File: src/rtl/elevator_scheduler_if.sv
// elevator_scheduler_if
//   Bundles the request inputs, car-controller feedback and scheduler outputs
//   of elevator_scheduler into one port.
//   master : call/request logic plus car controller (drives requests and car status)
//   slave  : the scheduler itself
//   Signals:
//     req_valid/req_floor   call request strobe and floor
//     car_floor/car_finish  car position and arrival report
//     dest_floor            destination handed to the car controller
//     door_open, dir_up     door state and current sweep direction
//     pending, busy         outstanding call bitmap and activity flag
interface elevator_scheduler_if #(
    parameter int NUM_FLOORS = 6,
    parameter int FLOOR_W    = 3
);
    logic                  req_valid;
    logic [FLOOR_W-1:0]    req_floor;
    logic [FLOOR_W-1:0]    car_floor;
    logic                  car_finish;
    logic [FLOOR_W-1:0]    dest_floor;
    logic                  door_open;
    logic                  dir_up;
    logic [NUM_FLOORS-1:0] pending;
    logic                  busy;

    modport master (
        output req_valid, req_floor, car_floor, car_finish,
        input  dest_floor, door_open, dir_up, pending, busy
    );

    modport slave (
        input  req_valid, req_floor, car_floor, car_finish,
        output dest_floor, door_open, dir_up, pending, busy
    );
endinterface

File: src/rtl/elevator_scheduler.sv
// elevator_scheduler
//   Collects floor calls into a pending bitmap and steers a single car with a
//   SCAN policy: keep travelling in the current direction while calls remain
//   ahead, reverse only when idle. The door is held open for DOOR_CYCLES clocks
//   at every serviced floor.
//   Ports:
//     clk  clock
//     rst  synchronous, active-high reset
//     bus  elevator_scheduler_if.slave
//          in : req_valid, req_floor, car_floor, car_finish
//          out: dest_floor, door_open, dir_up, pending (registered), busy
module elevator_scheduler #(
    parameter int NUM_FLOORS  = 6,
    parameter int FLOOR_W     = 3,
    parameter int DOOR_CYCLES = 20
) (
    input logic                 clk,
    input logic                 rst,
    elevator_scheduler_if.slave bus
);

    typedef enum logic [1:0] {
        IDLE,
        MOVING,
        DOOR
    } state_t;

    localparam int               TW         = $clog2(DOOR_CYCLES);
    localparam logic [TW-1:0]    DWELL_LOAD = TW'(DOOR_CYCLES - 1);

    state_t                state;
    logic [FLOOR_W-1:0]    dest_floor;
    logic                  door_open;
    logic                  dir_up;
    logic [NUM_FLOORS-1:0] pending;
    logic [TW-1:0]         timer;

    logic                  up_found;
    logic                  dn_found;
    logic [FLOOR_W-1:0]    up_tgt;
    logic [FLOOR_W-1:0]    dn_tgt;
    logic                  here_pend;
    logic                  req_ok;
    logic                  arrive;
    logic [NUM_FLOORS-1:0] clr_mask;
    logic [NUM_FLOORS-1:0] set_mask;

    // Nearest calls above and below the car, plus a call at the car's floor.
    always_comb begin
        up_found  = 1'b0;
        dn_found  = 1'b0;
        up_tgt    = '0;
        dn_tgt    = '0;
        here_pend = 1'b0;
        for (int unsigned i = 0; i < NUM_FLOORS; i++) begin
            if (pending[i] && (FLOOR_W'(i) > bus.car_floor) && !up_found) begin
                up_found = 1'b1;
                up_tgt   = FLOOR_W'(i);
            end
            if (pending[i] && (FLOOR_W'(i) < bus.car_floor)) begin
                dn_found = 1'b1;
                dn_tgt   = FLOOR_W'(i);
            end
            if (pending[i] && (FLOOR_W'(i) == bus.car_floor)) begin
                here_pend = 1'b1;
            end
        end
    end

    // A bit being cleared this cycle wins over a same-cycle request for it,
    // and a request for the open-door floor never re-arms a call.
    always_comb begin
        req_ok   = bus.req_valid && (int'(bus.req_floor) < NUM_FLOORS);
        arrive   = (state == MOVING) && bus.car_finish && (bus.car_floor == dest_floor);
        clr_mask = '0;
        set_mask = '0;
        for (int unsigned i = 0; i < NUM_FLOORS; i++) begin
            clr_mask[i] = ((state == IDLE) && here_pend && (bus.car_floor == FLOOR_W'(i))) ||
                          (arrive && (dest_floor == FLOOR_W'(i)));
        end
        for (int unsigned i = 0; i < NUM_FLOORS; i++) begin
            set_mask[i] = req_ok && (bus.req_floor == FLOOR_W'(i)) && !clr_mask[i] &&
                          !((state == DOOR) && (bus.req_floor == bus.car_floor));
        end
    end

    always_ff @(posedge clk) begin
        if (rst) begin
            state      <= IDLE;
            pending    <= '0;
            dest_floor <= '0;
            door_open  <= 1'b0;
            dir_up     <= 1'b1;
            timer      <= '0;
        end else begin
            pending <= (pending & ~clr_mask) | set_mask;
            case (state)
                IDLE: begin
                    dest_floor <= bus.car_floor;
                    if (here_pend) begin
                        door_open <= 1'b1;
                        timer     <= DWELL_LOAD;
                        state     <= DOOR;
                    end else if (dir_up && up_found) begin
                        dest_floor <= up_tgt;
                        state      <= MOVING;
                    end else if (dn_found) begin
                        dir_up     <= 1'b0;
                        dest_floor <= dn_tgt;
                        state      <= MOVING;
                    end else if (up_found) begin
                        dir_up     <= 1'b1;
                        dest_floor <= up_tgt;
                        state      <= MOVING;
                    end
                end
                MOVING: begin
                    if (arrive) begin
                        door_open <= 1'b1;
                        timer     <= DWELL_LOAD;
                        state     <= DOOR;
                    end else if (dir_up && up_found && (up_tgt < dest_floor)) begin
                        // Intercept: a nearer call ahead on the way up.
                        dest_floor <= up_tgt;
                    end else if (!dir_up && dn_found && (dn_tgt > dest_floor)) begin
                        // Intercept: a nearer call ahead on the way down.
                        dest_floor <= dn_tgt;
                    end
                end
                DOOR: begin
                    if (timer == '0) begin
                        door_open <= 1'b0;
                        state     <= IDLE;
                    end else begin
                        timer <= timer - TW'(1);
                    end
                end
                default: begin
                    state <= IDLE;
                end
            endcase
        end
    end

    assign bus.dest_floor = dest_floor;
    assign bus.door_open  = door_open;
    assign bus.dir_up     = dir_up;
    assign bus.pending    = pending;
    assign bus.busy       = (state != IDLE) || (pending != '0);

endmodule

File: src/flat_wrapper.sv
// flat-port wrapper written by rule: the top's interface ports become plain ports
module elevator_scheduler_flat 
#(
    parameter int NUM_FLOORS  = 6,
    parameter int FLOOR_W     = 3,
    parameter int DOOR_CYCLES = 20
)
  (clk, rst, bus_req_valid, bus_req_floor, bus_car_floor, bus_car_finish, bus_dest_floor, bus_door_open, bus_dir_up, bus_pending, bus_busy);
  elevator_scheduler_if #(.NUM_FLOORS(NUM_FLOORS), .FLOOR_W(FLOOR_W)) bus_i ();
  input logic clk;
  input logic rst;
  input wire logic [$bits(bus_i.req_valid)-1:0] bus_req_valid;
  input wire logic [$bits(bus_i.req_floor)-1:0] bus_req_floor;
  input wire logic [$bits(bus_i.car_floor)-1:0] bus_car_floor;
  input wire logic [$bits(bus_i.car_finish)-1:0] bus_car_finish;
  output wire logic [$bits(bus_i.dest_floor)-1:0] bus_dest_floor;
  output wire logic [$bits(bus_i.door_open)-1:0] bus_door_open;
  output wire logic [$bits(bus_i.dir_up)-1:0] bus_dir_up;
  output wire logic [$bits(bus_i.pending)-1:0] bus_pending;
  output wire logic [$bits(bus_i.busy)-1:0] bus_busy;
  assign bus_i.req_valid = bus_req_valid;
  assign bus_i.req_floor = bus_req_floor;
  assign bus_i.car_floor = bus_car_floor;
  assign bus_i.car_finish = bus_car_finish;
  assign bus_dest_floor = bus_i.dest_floor;
  assign bus_door_open = bus_i.door_open;
  assign bus_dir_up = bus_i.dir_up;
  assign bus_pending = bus_i.pending;
  assign bus_busy = bus_i.busy;
  elevator_scheduler #(.NUM_FLOORS(NUM_FLOORS), .FLOOR_W(FLOOR_W), .DOOR_CYCLES(DOOR_CYCLES)) u_core (.clk(clk), .rst(rst), .bus(bus_i));
endmodule
File: config.mk
export PLATFORM = sky130hd
export DESIGN_NAME = elevator_scheduler_flat
export DESIGN_NICKNAME = d
export VERILOG_FILES = /design/src/rtl/elevator_scheduler_if.sv /design/src/rtl/elevator_scheduler.sv /design/src/flat_wrapper.sv
export SDC_FILE = /design/constraint.sdc
export NUM_CORES = 1
export LEC_CHECK = 0
export CAP_MARGIN = 25
export CORE_UTILIZATION = 60
export CTS_CLUSTER_DIAMETER = 60
export CTS_CLUSTER_SIZE = 14
export DETAILED_ROUTE_END_ITERATION = 8
export PLACE_DENSITY = 0.95
export SKIP_CTS_REPAIR_TIMING = 1
export SLEW_MARGIN = 20
export SYNTH_ARGS = -nofsm -noshare
export SYNTH_HDL_FRONTEND = slang
export SYNTH_SLANG_ARGS = --single-unit
File: constraint.sdc
create_clock -name clk -period 7.45 [get_ports clk]
set_clock_uncertainty 0.1 [all_clocks]
set_input_delay 1.1175 -clock clk [delete_from_list [all_inputs] [get_ports clk]]
set_output_delay 1.1175 -clock clk [all_outputs]
set_load 0.005 [all_outputs]
== Word level (Yosys, flattened, before mapping) ==
Index checks and enable logic that the tools add are counted.
Widths: inputs -> output; s select.

* Register bits after elaboration: 18
* Input bits: 10
* Word-level logic and storage cells: 208

* Add/sub/neg operators: 1
* Order comparisons: 15
* Equality and inequality tests: 31
* Muxes and demuxes: 53
* Bitwise gates (word level): 5
* Reduce and logical (&&, ||, !) cells: 97

{| class="wikitable"
|+ Operators by type and width
! cell !! count
|-
| $logic_and 1x1->1 || 62
|-
| $mux 3 || 11
|-
| $mux 1 || 25
|-
| $mux 2 || 10
|-
| $eq 3x2->1 const B || 6
|-
| $eq 3x3->1 const B || 6
|-
| $mux 5 || 3
|-
| $pmux 5 s3 || 1
|-
| $logic_not 1->1 || 13
|-
| $reduce_and 4->1 || 3
|-
| $eq 3x1->1 const B || 3
|-
| $logic_not 3->1 || 3
|-
| $logic_or 1x1->1 || 7
|-
| $and 6x6->6 || 1
|-
| $eq 2x3->1 const A || 2
|-
| $eq 3x3->1 || 2
|-
| $eq 3x3->1 const A || 2
|-
| $gt 1x3->1 const A || 2
|-
| $gt 2x3->1 const A || 2
|-
| $gt 3x3->1 const A || 2
|-
| $lt 1x3->1 const A || 2
|-
| $lt 2x3->1 const A || 2
|-
| $lt 3x3->1 const A || 2
|-
| $ne 2x2->1 const B || 3
|-
| 22 further kinds || 27
|}

== Longest topological paths before layout ==
* Word-level depth: 23
* Gate-level depth with buffers: 14

== Least setup slack after synthesis ==
OpenSTA, ideal clock, no wires.

* Path kind: in2reg
* Start point: in bus_car_floor[1]
* End point: reg u_core.dest_floor[1], in the netlist u_core.bus.dest_floor[1]
* Data arrival time: 3548 ps
* Required time: 7254 ps
* Path slack: 3707 ps
* Stages: 14
* Path buffers: 2
* Cell sequence: buf_6 -> buf_2 -> inv_1 -> a21oi_1 -> a2111o_1 -> inv_1 -> ha_1 -> nor2b_1 -> o21ai_0 -> o311ai_1 -> a31o_4 -> a311oi_4 -> inv_2 -> o41ai_2

* Cells in the longest elaborated chain, start to end: 23
* Elaborated cells on any way between the ends: 93

{| class="wikitable"
|+ Ends and longest elaborated chain
! item !! RTL line !! source
|-
| start: declaration || flat_wrapper.sv:14 || <nowiki>input wire logic [$bits(bus_i.car_floor)-1:0] bus_car_floor;</nowiki>
|-
| $gt 1x3->1 || elevator_scheduler.sv:56 || <nowiki>if (pending[i] && (FLOOR_W'(i) > bus.car_floor) && !up_found) begin</nowiki>
|-
| $logic_and 1x1->1 || elevator_scheduler.sv:56 ||
|-
| $mux 1 || elevator_scheduler.sv:56 ||
|-
| $logic_not 1->1 || elevator_scheduler.sv:56 ||
|-
| $logic_and 1x1->1 || elevator_scheduler.sv:56 ||
|-
| $mux 1 || elevator_scheduler.sv:56 ||
|-
| $logic_not 1->1 || elevator_scheduler.sv:56 ||
|-
| $logic_and 1x1->1 || elevator_scheduler.sv:56 ||
|-
| [7 not listed] || -- ||
|-
| $logic_not 1->1 || elevator_scheduler.sv:56 ||
|-
| $logic_and 1x1->1 || elevator_scheduler.sv:56 ||
|-
| $mux 3 / $mux 1 (equally long branches) || elevator_scheduler.sv:56 ||
|-
| $lt 3x3->1 (tied with other cells) || elevator_scheduler.sv:122 || <nowiki>end else if (dir_up && up_found && (up_tgt < dest_floor)) begin</nowiki>
|-
| $logic_and 1x1->1 / $mux 3 (equally long branches) || elevator_scheduler.sv:122, elevator_scheduler.sv:107 ||
|-
| $mux 3 (on tied branches) || elevator_scheduler.sv:122, elevator_scheduler.sv:104 ||
|-
| $mux 3 (on tied branches) || elevator_scheduler.sv:118, elevator_scheduler.sv:100 ||
|-
| $pmux 3 s2 || elevator_scheduler.sv:97 || <nowiki>case (state)</nowiki>
|-
| end signal: assignment || elevator_scheduler.sv:99 || <nowiki>dest_floor <= bus.car_floor;</nowiki>
|-
| end signal: assignment || elevator_scheduler.sv:124 || <nowiki>dest_floor <= up_tgt;</nowiki>
|-
| end signal: assignment || elevator_scheduler.sv:127 || <nowiki>dest_floor <= dn_tgt;</nowiki>
|-
| end: declaration || elevator_scheduler.sv:32 || <nowiki>logic [FLOOR_W-1:0] dest_floor;</nowiki>
|}

Several ways; a longest one is shown, not always the timed one. The select of a mux whose other input is x is not followed.
A chain may end at the register's enable or synchronous reset.

== Worst setup path after layout ==
Same ends and word-level chain as after synthesis.

==> results.yml <==
run_status:
  status: "completed"
placed_design:
  place.gp.congestion: 0.940
  port_buffers: 21
  dpl.cell_count: 261
  dp_hpwl_mm: 3.40
yosys:
  async_flop_share_pct: 0
  yosysTopAreaCell: "dfxtp_1"
  synth_top_family_by_area: "compound AO/OA/AOI/OAI gates"
  yosysWarnings: 0
  ys_seq_elements: 18
  synth_area_leaders: "dfxtp_1 22%, nor2_1 7.9%, ha_1 5.2%, a21oi_1 4.8%, nor3_1 3.6%"
  synthesis.nets: 241
  ys_seq_area_share_pct: 21.6
  synth-simple-area-share_pct: 26.9
  yosysMostFrequentCell: "nor2_1"
  syn_area_um2: 1670
  synth.top_cell.area_share_pct: 21.6
  synth.distinct_cells: 56
  synth_fa_ha_area_share_pct: 5.24
  synth-compound-area-share_pct: 31.9
  synth_flop_cell: "dfxtp_1"
  syn_inst: 224
  yosys.area_share.xor_xnor_pct: 4.19
  synth_enable_flop_cells: 0
  yosys-mux-area-fraction_pct: 1.80
  avgSynthCellArea_um2: 7.46
  synth_commonest_cells: "35 x nor2_1, 18 x dfxtp_1, 16 x a21oi_1"
worst_setup_path:
  cp_slowest_cell: "clkdlybuf4s50_1"
  reg2reg_from: "u_core.bus.pending[2]"
  crit_type: "primary input to flip-flop"
  timing.rr.end: "u_core.bus.dest_floor[1]"
  worstPathCellList: "clkdlybuf4s50_1, nand2b_1, nor2_1, a2111o_1, inv_1, ha_1, nor2b_1, o21ai_0, o311ai_1, a31o_4, a311oi_4, inv_2, o41ai_2"
  arrival_ns: 4.67
  ff2ff_setup_slack_ns: 4.33
  crit_fanout: 21
  crit_start: "bus_car_floor[1]"
  reg2reg_depth: 11
  endpoint: "u_core.bus.dest_floor[1]"
  cpLargestDelayFamily: "compound AO/OA/AOI/OAI gates"
  start_kind: "primary input"
  timing.critical_path.slowest_cell_delay_ns: 0.97
  crit_cells: 13
  cp-end-kind: "flip-flop"
  cp.required_ns: 7.54
  crit_buf_inv: 3
sta:
  setup_viol: 0
  setup-tns-final_ns: 0
  worst_pin_slew_ns: 0.830
  max_freq_ghz: 0.218
  hold_viol: 0
  rsz0062_at_grt: "no"
  slew_violations: 0
  slew_headroom_pct: 44.5
  post-route-min-period_ns: 4.58
  fin_crit_sh_pct: 61.5
floorplan:
  core_um2: 2540
  die-width_um: 54.8
  die_area_um2: 3000
  start_util_pct: 65.7
  num_io_pins: 22
  die_h_um: 54.8
  rows: 18
detailed_routing:
  drt-total-wl_mm: 4.46
  vias_per_cell: 6.66
  drtPass1Iterations: 4
  drt_iter0_drc: 81
  vias: 1757
  antenna_left: 0
  route.detailed.wl_per_inst_um: 16.9
  drc: 0
pwr:
  power.total_uw: 294
  p_seq_share_pct: 41.8
  pwr-share-comb_pct: 42.5
  p_per_area_nw_per_um2: 158
  switchingPower_uw: 111
  p_clk_share_pct: 15.7
  p_sw_share_pct: 37.9
  p_leak_nw: 0.693
  ir_drop_mv: 0.197
  p_int_uw: 182
cells_and_area:
  fin_nets: 253
  num_antenna_cells: 0
  drive_gt1_share_pct: 6.41
  fin_cells: 264
  syn2layout_area_growth_pct: 11.4
  fin_util_pct: 73.2
cts:
  cts_buffers: 3
  cts-root-buf: "clkbuf_4"
  clk_pin_slew_worst_paths_ns: 0.09
  cts_tree: "built"
  clkSinkCount: 18
  cts_buffer_depth: 2
  clkLatencyLatePin_ns: 0.29
  htree_num_levels: 1
run:
  drv_cap: 0
global_route:
  grt_antenna_before_repair: 0
  grt_max_degree: 24
  grt_pass1_vias: 1601
  grt_pass1_wl_mm: 7.11
  grt_usage_pct: 33.3
  grt_overflow: 0
worst_hold_path:
  hold_path_class: "flip-flop to flip-flop"
-- placed cells by master (no fill, tap or decap), types with 4 or more instances in the layout --
cell type        instances
xor2_1                   5
nand2_1                 14
inv_1                   15
nor2b_1                  7
a21oi_1                 16
o31ai_1                  5
nor3_1                  12
nor2_1                  35
a2111oi_0                5
nand2b_1                 5
ha_1                     7
a211oi_1                 4
dfxtp_1                 18
o21ai_0                  8
clkdlybuf4s50_1         21
-- cell type report --
cell class / count / area (um2)
Sequential cell: 18 / 360
Clock buffer: 3 / 22.5
Multi-Input combinational cell: 176 / 1170
Inverter: 16 / 60.1
Fill cell: 218 / 683
Tap cell: 30 / 37.5
Timing Repair Buffer: 21 / 210
-- sequential cells by signal, indices dropped and copies added (netlist names) --
name and cells:
u_core.bus.pending 6, u_core.timer 5, u_core.bus.dest_floor 3, u_core.state 2, u_core.bus.dir_up 1, u_core.bus.door_open 1
-- cells by family (layout without fill, tap and decap cells) --
kind of cell,after synthesis,after routing
mux,3,3
buf+inv,30,40
fa+ha+maj,7,7
xor+xnor,8,8
simple gates,92,92
compound gates,66,66
flops,18,18
-- routing by layer --
metal	global-route usage, %	vias up	share of wire (%)	wire length (um)
met5	0	-	0	0
met4	10.7	0	2.1	95
met3	7.78	12	9.2	408
met2	55.8	102	48	2140
met1	41.2	800	41	1810
li1	-	843	-	-
-- worst min path at each step --
stage,startpoint,to,slack [ns],cells after the start
2_1_floorplan,u_core.timer[0],u_core.timer[0],0.36,1
3_3_place_gp,u_core.timer[0],u_core.timer[0],0.38,1
3_5_place_dp,u_core.timer[0],u_core.timer[0],0.41,1
4_1_cts,u_core.timer[1],u_core.timer[1],0.42,2
5_1_grt,u_core.timer[0],u_core.timer[0],0.44,1
6_report,u_core.timer[1],u_core.timer[1],0.42,2
-- worst min-delay path, delay by kind of cell, from the launching register on --
family           cells  cell delay [ns]
AND/OR/NAND/NOR      1             0.10
flip-flops           1             0.33
AO/OA/AOI/OAI        1             0.05
-- metrics by stage --
| stage | hold WS [ns] | worst slack [ns] | instance area, um2 |
|---|---|---|---|
| finish | 0.419 | 2.87 | 1860 |
| global route | 0.441 | 2.70 | 1860 |
| CTS | 0.422 | 2.92 | 1860 |
| detailed placement | 0.408 | 2.64 | 1840 |
| global placement | 0.383 | 2.78 | 1840 |
| floorplan | 0.361 | 3.71 | 1670 |
-- power groups by stage --
stage	Clock (mW)	Combinational [mW]	Sequential [mW]
after floorplan	0	0.0905	0.118
after global placement	0	0.118	0.125
after detailed placement	0	0.123	0.125
after CTS	0.0468	0.124	0.123
after global routing	0.0514	0.139	0.125
final	0.0460	0.125	0.123
Power figures use the tool's default switching activity.
